File: config.mk
export PLATFORM = sky130hd
export DESIGN_NAME = reg_bank
export DESIGN_NICKNAME = d
export VERILOG_FILES = /design/src/rtl/reg_bank_pkg.sv /design/src/rtl/reg_bank_alu.sv /design/src/rtl/reg_bank.sv
export SDC_FILE = /design/constraint.sdc
export NUM_CORES = 1
export LEC_CHECK = 0
export BUFFER_PORTS_ARGS = -buffer_cell sky130_fd_sc_hd__buf_4
export CORE_ASPECT_RATIO = 0.75
export CORE_MARGIN = 2
export CORE_UTILIZATION = 49
export DETAILED_ROUTE_END_ITERATION = 7
export GPL_TIMING_DRIVEN = 1
export PLACE_DENSITY = 0.7
export SLEW_MARGIN = 10
export SYNTH_ARGS = -nofsm -noshare
export SYNTH_HDL_FRONTEND = slang
export SYNTH_SLANG_ARGS = --single-unit
File: constraint.sdc
create_clock -name clk -period 4.45 [get_ports clk]
set_clock_uncertainty 0.2 [all_clocks]
set_input_delay 0.6675 -clock clk [delete_from_list [all_inputs] [get_ports clk]]
set_output_delay 0.6675 -clock clk [all_outputs]
set_load 0.01 [all_outputs]
File: src/rtl/reg_bank_pkg.sv
// reg_bank_pkg: write-op encodings shared by the register bank and the decoder.
// Holds op_t and the matching OP_* constants.
package reg_bank_pkg;

  typedef enum logic [2:0] {
    NOP  = 3'd0,
    LOAD = 3'd1,
    INC  = 3'd2,
    DEC  = 3'd3,
    CLR  = 3'd4,
    SHL  = 3'd5,
    SHR  = 3'd6,
    RSV  = 3'd7
  } op_t;

  localparam logic [2:0] OP_NOP  = 3'd0;
  localparam logic [2:0] OP_LOAD = 3'd1;
  localparam logic [2:0] OP_INC  = 3'd2;
  localparam logic [2:0] OP_DEC  = 3'd3;
  localparam logic [2:0] OP_CLR  = 3'd4;
  localparam logic [2:0] OP_SHL  = 3'd5;
  localparam logic [2:0] OP_SHR  = 3'd6;

endpackage

File: src/rtl/reg_bank_alu.sv
// reg_bank_alu: combinational write-op unit for reg_bank.
// In: op, r (stored value), data. Out: res, cy (carry/borrow/shift-out), vld (op writes).
module reg_bank_alu
  import reg_bank_pkg::*;
#(
  parameter int WIDTH = 4
) (
  input  op_t              op,
  input  logic [WIDTH-1:0] r,
  input  logic [WIDTH-1:0] data,
  output logic [WIDTH-1:0] res,
  output logic             cy,
  output logic             vld
);

  localparam logic [WIDTH-1:0] ONE = {{(WIDTH-1){1'b0}}, 1'b1};

  always_comb begin
    res = r;
    cy  = 1'b0;
    vld = 1'b1;
    unique case (op)
      LOAD: res = data;
      INC:  {cy, res} = {1'b0, r} + {1'b0, ONE};
      DEC: begin
        res = r - ONE;
        cy  = (r == '0);
      end
      CLR:  res = '0;
      SHL: begin
        res = {r[WIDTH-2:0], 1'b0};
        cy  = r[WIDTH-1];
      end
      SHR: begin
        res = {1'b0, r[WIDTH-1:1]};
        cy  = r[0];
      end
      default: vld = 1'b0;
    endcase
  end

endmodule

File: src/rtl/reg_bank.sv
// reg_bank: DEPTH x WIDTH register bank, one op-write port, two comb read ports.
// In: clk, rst, op, wr_addr, data, rd_addr_a/b. Out: d_out_a/b, carry, zero.
module reg_bank
  import reg_bank_pkg::*;
#(
  parameter  int WIDTH  = 4,
  parameter  int DEPTH  = 4,
  parameter  bit BYPASS = 1'b1,
  localparam int ADDR_W = $clog2(DEPTH)
) (
  input  logic              clk,
  input  logic              rst,
  input  op_t               op,
  input  logic [ADDR_W-1:0] wr_addr,
  input  logic [WIDTH-1:0]  data,
  input  logic [ADDR_W-1:0] rd_addr_a,
  input  logic [ADDR_W-1:0] rd_addr_b,
  output logic [WIDTH-1:0]  d_out_a,
  output logic [WIDTH-1:0]  d_out_b,
  output logic              carry,
  output logic              zero
);

  logic [WIDTH-1:0] mem [DEPTH];
  logic [WIDTH-1:0] r_cur;
  logic [WIDTH-1:0] res;
  logic             cy;
  logic             vld;
  logic             wr_ok;
  logic             we;

  assign wr_ok = 32'(wr_addr) < DEPTH;
  assign r_cur = wr_ok ? mem[wr_addr] : '0;
  // A write sampled under reset is lost, so it must not be forwarded either.
  assign we    = vld & wr_ok & ~rst;

  reg_bank_alu #(.WIDTH(WIDTH)) u_alu (
    .op  (op),
    .r   (r_cur),
    .data(data),
    .res (res),
    .cy  (cy),
    .vld (vld)
  );

  always_ff @(posedge clk or posedge rst) begin
    if (rst) begin
      for (int i = 0; i < DEPTH; i++) mem[i] <= '0;
      carry <= 1'b0;
      zero  <= 1'b0;
    end else if (we) begin
      mem[wr_addr] <= res;
      carry        <= cy;
      zero         <= (res == '0);
    end
  end

  always_comb begin
    d_out_a = '0;
    if (32'(rd_addr_a) < DEPTH) d_out_a = mem[rd_addr_a];
    if (BYPASS && we && rd_addr_a == wr_addr) d_out_a = res;
  end

  always_comb begin
    d_out_b = '0;
    if (32'(rd_addr_b) < DEPTH) d_out_b = mem[rd_addr_b];
    if (BYPASS && we && rd_addr_b == wr_addr) d_out_b = res;
  end

endmodule
==> results of run 1 <==
==> worst paths after layout <==
kind,cells after the start,slack [ps],startpoint,endpoint
max,10,260,wr_addr[0],d_out_a[1]
min,3,260,rst,carry
max reg2reg,9,1320,mem[0],mem[9]
min reg2reg,2,300,zero,zero
max in group asynchronous,3,3590,rst,mem[11]
min in group clk,2,300,zero,zero
==> through the flow <==
step | std cells | instance area (sq um) | worst slack, ps | util (%)
2_1_floorplan | 175 | 1800 | 598 | -
3_3_place_gp | 239 | 1990 | 431 | 55.4
3_5_place_dp | 239 | 1990 | 323 | 55.4
4_1_cts | 243 | 2040 | 308 | 56.9
5_1_grt | 243 | 2040 | 142 | 56.9
6_report | 243 | 2040 | 265 | 56.9
==> routing by layer <==
metal / wire, um / track usage (%) / vias up
met5: 0 / 0 / -
li1: - / - / 704
met3: 466 / 8.80 / 6
met4: 36 / 4.68 / 0
met2: 2070 / 33.4 / 94
met1: 2020 / 34.8 / 766
==> flip-flops by register name, summed over array words and instances, names as in the netlist <==
signal,cells
zero,1
mem,16
carry,1
==> cell type report <==
class,count,area (sq um)
fill,295,1550
multi-input combinational,137,1250
sequential,18,450
timing repair buffer,26,195
tap,52,65.1
clock buffer,4,55.1
inverter,6,22.5
==> worst reg2reg max path, stage by stage, from the launching register on <==
cell      delay [ps]
dfrtp_1          440
mux4_2           630
inv_1            170
ha_1             270
nor2b_1          170
o31a_1           180
o211ai_1         110
a222oi_1         510
buf_4            240
mux2_2           160
==> placed cells by master (no fill, tap or decap), drive strengths merged, types with 6 or more instances in the layout <==
cell type / synthesis / layout
nand3: 10 / 10
mux2i: 6 / 6
mux4: 12 / 12
nand2b: 6 / 6
buf: 10 / 26
inv: 6 / 6
nor2b: 8 / 8
dfrtp: 18 / 18
nor2: 8 / 8
nand2: 7 / 7
mux2: 25 / 25
==> cells by family after synthesis <==
group | count (synthesis)
fa+ha+maj | 3
compound gates | 33
xor+xnor | 5
buf+inv | 20
flops | 18
simple gates | 53
mux | 43
==> synthesized netlist by cell type, types with 2 or more instances <==
master    instances
a21oi_1           5
a221o_1           2
a22o_1            2
a31oi_1           4
buf_1             3
buf_2             5
buf_6             2
clkbuf_1          4
dfrtp_1          18
ha_1              3
inv_1             5
mux2_1            9
mux2_2           16
mux2i_1           6
mux4_2           12
nand2_1           7
nand2b_1          6
nand3_1          10
nand3b_1          4
nand4_1           2
nor2_1            8
nor2b_1           8
nor3_1            3
nor3b_1           2
o211ai_1          5
or3_1             2
xnor2_1           5
==> power by group <==
part / total, mW / switching (mW) / internal [mW]
registers: 0.310 / 0.0794 / 0.231
clock network: 0.136 / 0.0570 / 0.0788
logic: 0.545 / 0.261 / 0.284
total: 0.990 / 0.397 / 0.593
==> results.md, run 1 <==
* Worst slew margin at 38.6%
* Top_reg_cell synth: dfrtp_1
* Crit-path most repeated cell: buf_4
* Crit path cell chain: buf_4, mux4_2, inv_1, ha_1, nor2b_1, o31a_1, o211ai_1, a222oi_1, mux2_1, buf_4
* First-pass GRT wire length at 7450 um
* TritonCTS Sinks at 18
* Antenna-violating nets left at 0
* Final setup viols at 0
* Num CTS Buffers at 3
* Layout cells sized above 1 at 33.0%
* Compound-gate portion of the synthesized area at 15.2%
* CP max-delay cell: mux4_2
* MaxCap Viol Count at 0
* Antenna cells at 0
* WP buf/inv at 3
* Fin. Hold Viols at 0
* Max stage delay on crit path at 660 ps
* Synth Cell Area at 1800 sq um
* Clock slew at reported path FFs at 70 ps
* Clk buf depth at 2
* Sequential share of the synthesized area at 25.0%
* Synth Area in Simple Gates at 16.0%
* RSZ-0062 raised after global routing: false
* Clock tree root driver cell: clkbuf_8
* Post-synthesis mux area share at 34.0%
* CP max FO at 18
* Post-route minimum period at 4190 ps
* Gr ovfl total at 0
* Die ar. at 4180 sq um
* Mean Syn Cell Area at 10.3 sq um
* Synth area leaders: dfrtp_1, mux4_2, mux2_2
* Routability cong. at 0.860
* Post-synthesis async set-or-reset flop share at 100%
* Core area at 3590 sq um
* Worst skew pair latency at 260 ps
* Post-synth net total at 193
* Static Leakage at 0.848 nW
* Number of synthesized flops with an enable pin at 0
* Total number of vias at 1570
* Part of the cycle the worst path needs at 94.0%
* Crit Path Class: input port to output pin
* Post-Synth Adder-Cell Area at 2.08%
* Hold WC Path Type: input port to asynchronous set/reset pin
* Initial antenna violation count at 0
* Flops & latches, synth at 18
* Main combinational cell family by area after synthesis: multiplexers
* Row cnt at 19
* Synth Warn # at 0
* Area share of the largest cell type after synthesis at 25.0%
* CP Launch Type: input port
* TritonRoute pass-1 iters at 4
* Area grow syn2layout at 13.4%
* Horiz. Die Dim at 74.0 um
* Setup tns final at 0 ps
* CTS tree: done
* Hold_buf cts at 0
* Final slew viol count at 0
* Xor/xnor share of the synthesized area at 2.43%
* WHS at 256 ps
* I/O pin total at 25
* CP endpoint kind: output pin
* Worst Max-Slew Pin Slew at 919 ps
* Pwr dens at 485 nW/um^2
* Routed wire per std cell at 18.9 um
* Largest net degree at the start of global routing at 21
* IO buf count at 24
* Gr usage total at 23.7%
* Die height at 56.5 um
* Vias/cell at 6.46
* HPWL after DPL at 3520 um
* Arr. time, crit path at 3320 ps
* Pwr Total at 990 uW
* Number of global-route vias before repair at 1473
* Post-CTS setup buffers at 0
* Area leader, netlist: dfrtp_1
* Total Wirelength at 4590 um
* Nets at 210
* Cell count after synthesis at 175
* Initial Utilization at 50.2%
* CP Data Required Time at 3580 ps
* Synth cell types at 44
* Residual DRC at 0
* F_max at 239 MHz
* # resized after CTS at 0
* # H-tree levels at 1
* Initial drt markers at 143
* Status: finished, final reports clean
* Family with the most delay on the worst path: multiplexers
* Peak VDD IR at 0.302 mV
(Power assumes the default switching activity.)
==> run 2: changes to the inputs <==
==> constraint.sdc (replaced) <==
create_clock -name clk -period 4.45 [get_ports clk]
set_clock_uncertainty 0.2 [all_clocks]
set_input_delay 0.2225 -clock clk [delete_from_list [all_inputs] [get_ports clk]]
set_output_delay 0.2225 -clock clk [all_outputs]
set_load 0.01 [all_outputs]
==> results.md, run 2 (synthesized netlist as in run 1, its figures left out) <==
* Status: finished, final reports clean (unchanged)
* Number of global-route vias before repair at 1466 (was 1473)
* Largest net degree at the start of global routing at 21 (unchanged)
* Metal3 WL at 378 um (was 466 um)
* Hold WC Path Type: input port to register (was input port to asynchronous set/reset pin)
* Met2 wire len at 2050 um (was 2070 um)
* Clock slew at reported path FFs at 70 ps (about the same)
* Setup ws final at 681 ps (was 265 ps)
* MaxCap Viol Count at 0 (unchanged)
* Pre-CTS WS at 936 ps (was 323 ps)
* Met1 Wirelength at 2060 um (was 2020 um)
* CP max FO at 10 (was 18)
* Layout cells sized above 1 at 32.5% (was 33.0%)
* TritonCTS Sinks at 18 (unchanged)
* HPWL after DPL at 3410 um (was 3520 um)
* Setup tns final at 0 ps (unchanged)
* Routability cong. at 0.950 (was 0.860)
* Pwr Total at 973 uW (was 990 uW)
* Total number of vias at 1511 (was 1570)
* Clock share of power at 13.3% (was 13.7%)
* Antenna-violating nets left at 0 (unchanged)
* Switch Pwr at 383 uW (was 397 uW)
* Worst slew margin at 38.4% (was 38.6%)
* Final setup viols at 0 (unchanged)
* Peak VDD IR at 0.347 mV (was 0.302 mV)
* Horiz. Die Dim at 74.0 um (unchanged)
* Initial antenna violation count at 0 (unchanged)
* Crit Path Class: register to output pin (was input port to output pin)
* Clock tree root driver cell: clkbuf_8 (unchanged)
* Row cnt at 19 (unchanged)
* Initial drt markers at 247 (was 143)
* Part of the cycle the worst path needs at 84.7% (was 94.0%)
* Largest Register: mem (unchanged)
* Initial Utilization at 50.2% (unchanged)
* Comb power frac at 55.3% (was 55.0%)
* Most common cell after layout, fill and taps aside: buf_4 (unchanged)
* CP Launch Type: register (was input port)
* Final slew viol count at 0 (unchanged)
* Max Used Layer: met4 (unchanged)
* Max reg flops at 16 (unchanged)
* Area grow syn2layout at 13.5% (was 13.4%)
* First-pass GRT wire length at 7490 um (was 7450 um)
* Sw Ratio at 39.4% (was 40.1%)
* Total Wirelength at 4500 um (was 4590 um)
* Die height at 56.5 um (unchanged)
* CP endpoint kind: output pin (unchanged)
* F_max at 265 MHz (was 239 MHz)
* # H-tree levels at 1 (unchanged)
* Layout filler cell count at 300 (was 295)
* Routed wire per std cell at 18.5 um (was 18.9 um)
* CTS tree: done (unchanged)
* Top Registers: mem (16), carry (1), zero (1) (unchanged)
* Core area at 3590 sq um (unchanged)
* Static Leakage at 0.847 nW (was 0.848 nW)
* Pwr dens at 476 nW/um^2 (was 485 nW/um^2)
* Nets at 210 (unchanged)
* TritonRoute pass-1 iters at 4 (unchanged)
* Seq pwr share at 31.4% (was 31.3%)
* CP Data Required Time at 4030 ps (was 3580 ps)
* I/O pin total at 25 (unchanged)
* Worst Max-Slew Pin Slew at 925 ps (was 919 ps)
* Clk buf depth at 2 (unchanged)
* Gr ovfl total at 0 (unchanged)
* Fin. Hold Viols at 0 (unchanged)
* IO buf count at 24 (unchanged)
* Residual DRC at 0 (unchanged)
* Arr. time, crit path at 3350 ps (was 3320 ps)
* # resized after CTS at 0 (unchanged)
* Die ar. at 4180 sq um (unchanged)
* Num CTS Buffers at 3 (unchanged)
* Antenna cells at 0 (unchanged)
* Gr usage total at 23.6% (was 23.7%)
* Commonest non-fill, non-tap cells in the layout: buf_4, dfrtp_1, mux2_2 (unchanged)
* Pint at 589 uW (was 593 uW)
* Worst skew pair latency at 250 ps (was 260 ps)
* Vias/cell at 6.22 (was 6.46)
* Post-route minimum period at 3770 ps (was 4190 ps)
* RSZ-0062 raised after global routing: false (unchanged)
-- run 2: changes by cell type in the layout (fill, tap and decap cells not counted), sizes merged --
| cell | delta |
|---|---|
| buf | -1 |
| dlygate4sd3 | +1 |
-- run 2: layout make-up --
type / instances / area, sq um / share of cell area (%)
Inverter: 6 / 22.5 / 1.10
Tap cell: 52 / 65.1 / 3.18
Sequential cell: 18 / 450 / 22.0
Clock buffer: 4 / 55.1 / 2.69
Timing Repair Buffer: 26 / 198 / 9.66
Multi-Input combinational cell: 137 / 1250 / 61.3
-- run 2: worst paths after layout --
check	slack, ps	cells after the start	from	endpoint
max	680	9	mem[0]	d_out_a[1]
min	270	3	op[1]	carry
max reg2reg	1150	8	mem[0]	zero
min reg2reg	320	1	carry	carry
max in group asynchronous	3450	4	rst	mem[7]
min in group asynchronous	380	4	rst	carry
-- run 2: power groups by stage --
stage | clock [mW] | sequential, mW | combinational, mW
6_report | 0.130 | 0.305 | 0.538
5_1_grt | 0.144 | 0.316 | 0.581
4_1_cts | 0.134 | 0.303 | 0.533
3_5_place_dp | 0 | 0.306 | 0.530
3_3_place_gp | 0 | 0.300 | 0.516
2_1_floorplan | 0 | 0.284 | 0.397
-- run 2: worst max-delay path, cell delays in order (launching register included) --
cell and delay [ps]:
dfrtp_1 420, mux4_2 610, inv_1 170, ha_1 250, nor2b_1 150, o31a_1 170, o211ai_1 110, a222oi_1 840
mux2_1 250, buf_4 120
-- run 2: repair_timing --
item	4_1_cts	5_1_grt
endpoints found under the hold margin	18	0
setup buffers	0	0
hold buffers	1	0
-- run 2: metal layers --
metal,vias up,GRT usage (%)
met3,4,5.75
met1,736,36.4
met2,68,33.8
met4,0,4.42
li1,703,-
met5,-,0
-- run 2: per-stage QoR --
stage               hold slack (ps)  area (sq um)  std cells  utilization (%)
finish                          267          2050        243             57.0
global route                    301          2050        243             57.0
CTS                             262          2050        243             57.0
detailed placement             99.8          1980        238             55.2
global placement               90.1          1980        238             55.2
floorplan                     -22.4          1800        175                -
==> run 3: changes to the inputs <==
--- a/config.mk
+++ b/config.mk
@@ -5,6 +5,7 @@
 export SDC_FILE = /design/constraint.sdc
 export NUM_CORES = 1
 export LEC_CHECK = 0
+export ABC_AREA = 1
 export BUFFER_PORTS_ARGS = -buffer_cell sky130_fd_sc_hd__buf_4
 export CORE_ASPECT_RATIO = 0.75
 export CORE_MARGIN = 2
==> constraint.sdc (replaced) <==
create_clock -name clk -period 3.9 [get_ports clk]
set_clock_uncertainty 0.2 [all_clocks]
set_input_delay 0.195 -clock clk [delete_from_list [all_inputs] [get_ports clk]]
set_output_delay 0.195 -clock clk [all_outputs]
set_load 0.01 [all_outputs]
==> results.md, run 3 <==
* Core area at 3380 sq um (was 3590 sq um)
* CP Data Required Time at 3500 ps (was 4030 ps)
* Reg-to-reg endpoint: zero (unchanged)
* Worst r2r src: mem[8] (was mem[0])
* Seq pwr share at 38.7% (was 31.4%)
* Num CTS Buffers at 3 (unchanged)
* Part of the cycle the worst path needs at 69.6%
* Die ar. at 4130 sq um (was 4180 sq um)
* Antenna-violating nets left at 0 (unchanged)
* Hold_buf cts at 1 (unchanged)
* Static Leakage at 1.03 nW (was 0.847 nW)
* Peak VDD IR at 0.306 mV (was 0.347 mV)
* Synth cell types at 27 (was 44)
* # resized after CTS at 0 (unchanged)
* Die height at 56.1 um (was 56.5 um)
* Post-route minimum period at 2710 ps
* Clk buf depth at 2 (unchanged)
* Post-synth net total at 304 (was 193)
* Total Wirelength at 4780 um (was 4500 um)
* First-pass GRT wire length at 7970 um (was 7490 um)
* WP buf/inv at 5 (was 2)
* Commonest non-fill, non-tap cells in the layout: nand2_1, o21ai_0, buf_4 (was buf_4, dfrtp_1, mux2_2)
* Worst slew margin at 52.7% (was 38.4%)
* Hold path depth at 5 (was 3)
* Worst Max-Slew Pin Slew at 709 ps (was 925 ps)
* Area grow syn2layout at 12.2% (was 13.5%)
* Clock tree root driver cell: clkbuf_8 (unchanged)
* CP endpoint kind: output pin (unchanged)
* Post-CTS setup buffers at 0 (unchanged)
* MaxCap Viol Count at 0 (unchanged)
* Top_reg_cell synth: dfrtp_1 (unchanged)
* Sequential share of the synthesized area at 25.4% (was 25.0%)
* Initial antenna violation count at 0 (unchanged)
* Layout cells sized above 1 at 19.0% (was 32.5%)
* Number of global-route vias before repair at 1566 (was 1466)
* RSZ-0062 raised after global routing: false (unchanged)
* Crit path cell chain: dlygate4sd3_1, buf_4, inv_1, nand2_2, nor2_1, inv_1, nor2_1, a31oi_1, buf_4 (was mux4_2, inv_1, ha_1, nor2b_1, o31a_1, o211ai_1, a222oi_1, mux2_1, buf_4)
* Largest net degree at the start of global routing at 21 (unchanged)
* Area share of the largest cell type after synthesis at 25.4% (was 25.0%)
* Area leader, netlist: dfrtp_1 (unchanged)
* Most frequent cell after synthesis: nand2_1 (was dfrtp_1)
* Crit Path Class: input port to output pin (was register to output pin)
* Post-synthesis async set-or-reset flop share at 100% (unchanged)
* Post-synth top cells: nand2_1, o21ai_0, inv_1, nand3_1, dfrtp_1 (was dfrtp_1, mux2_2, mux4_2, nand3_1, mux2_1)
* Routability cong. at 0.941 (was 0.950)
* Final setup viols at 0 (unchanged)
* Max reg flops at 16 (unchanged)
* Residual DRC at 0 (unchanged)
* Pwr dens at 392 nW/um^2 (was 476 nW/um^2)
* TritonRoute pass-1 iters at 4 (unchanged)
* Flops & latches, synth at 18 (unchanged)
* Max stage delay on crit path at 550 ps (was 840 ps)
* IO buf count at 24 (unchanged)
* Family with the most delay on the worst path: buffers and inverters (was compound AO/OA/AOI/OAI gates)
* HPWL after DPL at 3710 um (was 3410 um)
* Total number of vias at 1879 (was 1511)
* Sw Ratio at 43.9% (was 39.4%)
* Number of synthesized flops with an enable pin at 0 (unchanged)
* Hold WC Path Type: input port to register (unchanged)
* Setup tns final at 0 ps (unchanged)
* WHS at 254 ps (was 267 ps)
* Clock slew at reported path FFs at 60 ps (was 70 ps)
* # H-tree levels at 1 (unchanged)
* Final slew viol count at 0 (unchanged)
* Synth area leaders: dfrtp_1, nand2_1, o21ai_0 (was dfrtp_1, mux4_2, mux2_2)
* Fin. Hold Viols at 0 (unchanged)
* Cell count after synthesis at 286 (was 175)
* Most common cell after layout, fill and taps aside: nand2_1 (was buf_4)
* Pint at 439 uW (was 589 uW)
* Synth Cell Area at 1780 sq um (was 1800 sq um)
* Nets at 325 (was 210)
* Initial drt markers at 261 (was 247)
* Mean Syn Cell Area at 6.21 sq um (was 10.3 sq um)
* Largest Register: mem (unchanged)
* Status: finished, final reports clean (unchanged)
* CP max-delay cell: dlygate4sd3_1 (was a222oi_1)
* Clock share of power at 15.3% (was 13.3%)
* Gr ovfl total at 0 (unchanged)
* Worst skew pair latency at 240 ps (was 250 ps)
* Vias/cell at 5.45 (was 6.22)
* R2r setup slk at 1860 ps (was 1150 ps)
* Initial Utilization at 52.6% (was 50.2%)
* CP Launch Type: input port (was register)
* Worst r2r path cells at 14 (was 8)
* Synth Warn # at 0 (unchanged)
* TritonCTS Sinks at 18 (unchanged)
* Arr. time, crit path at 2320 ps (was 3350 ps)
* F_max at 369 MHz
* Horiz. Die Dim at 73.5 um (was 74.0 um)
* Antenna cells at 0 (unchanged)
* Worst Hold Launch: wr_addr[0] (was op[1])
* Comb power frac at 46.0% (was 55.3%)
* Switch Pwr at 343 uW (was 383 uW)
* Routed wire per std cell at 13.8 um (was 18.5 um)
* Gr usage total at 24.5% (was 23.6%)
* Top Registers: mem (16), carry (1), zero (1) (unchanged)
* Row cnt at 18 (was 19)
* CTS tree: done (unchanged)
* CP max FO at 20 (was 10)
* I/O pin total at 25 (unchanged)
* WHS Endpoint: mem[3] (was carry)
==> run 3: stage by stage <==
step	setup slack, ps	utilization, %	area, sq um	std cells	power, mW
5_1_grt	890	59.0	1990	345	0.847
4_1_cts	1160	59.0	1990	345	0.781
3_3_place_gp	1610	57.4	1940	341	0.655
3_5_place_dp	1540	57.4	1940	341	0.657
6_report	1190	59.0	1990	345	0.782
2_1_floorplan	1840	-	1780	286	0.531
==> run 3: worst max path at each step <==
stage	start	cells after the start	slack, ps	end
2_1_floorplan	wr_addr[1]	15	1840	d_out_a[1]
3_3_place_gp	wr_addr[0]	16	1610	d_out_a[1]
3_5_place_dp	wr_addr[0]	16	1540	d_out_b[1]
4_1_cts	rst	9	1160	d_out_b[1]
5_1_grt	rst	8	890	d_out_a[0]
6_report	rst	9	1190	d_out_b[1]
==> run 3: worst reg2reg max path, delay by kind of cell, from the launching register on <==
kind,cells,cell delay (ps)
and+or+nand+nor,11,880
DFF,1,470
adders and majority gates,1,290
AOI/OAI and AO/OA,1,100
buffers and inverters,1,40
==> run 3: area by class of cell <==
cell class	instances	area, sq um
fill	340	1390
inverter	26	97.6
timing repair buffer	25	190
tap	40	50.0
clock buffer	3	41.3
multi-input combinational	233	1160
sequential	18	450
==> run 3: kinds of logic after synthesis <==
logic type | share of synthesized area [%]
flops | 25.4
xor+xnor | 1.97
buf+inv | 9.16
fa+ha+maj | 2.11
simple gates | 44.7
compound gates | 16.7
==> run 3: power by group through the flow <==
stage	combinational (mW)	sequential (mW)	clock, mW
4_1_cts	0.357	0.299	0.125
5_1_grt	0.407	0.306	0.135
6_report	0.359	0.303	0.120
3_3_place_gp	0.352	0.303	0
3_5_place_dp	0.355	0.302	0
2_1_floorplan	0.257	0.274	0
==> run 3: routing by layer <==
metal / routed length [um] / global-route usage, % / vias up
li1: - / - / 964
met1: 2520 / 43.2 / 840
met2: 1860 / 30.2 / 71
met3: 365 / 1.99 / 4
met4: 23 / 6.49 / 0
met5: 0 / 0 / -
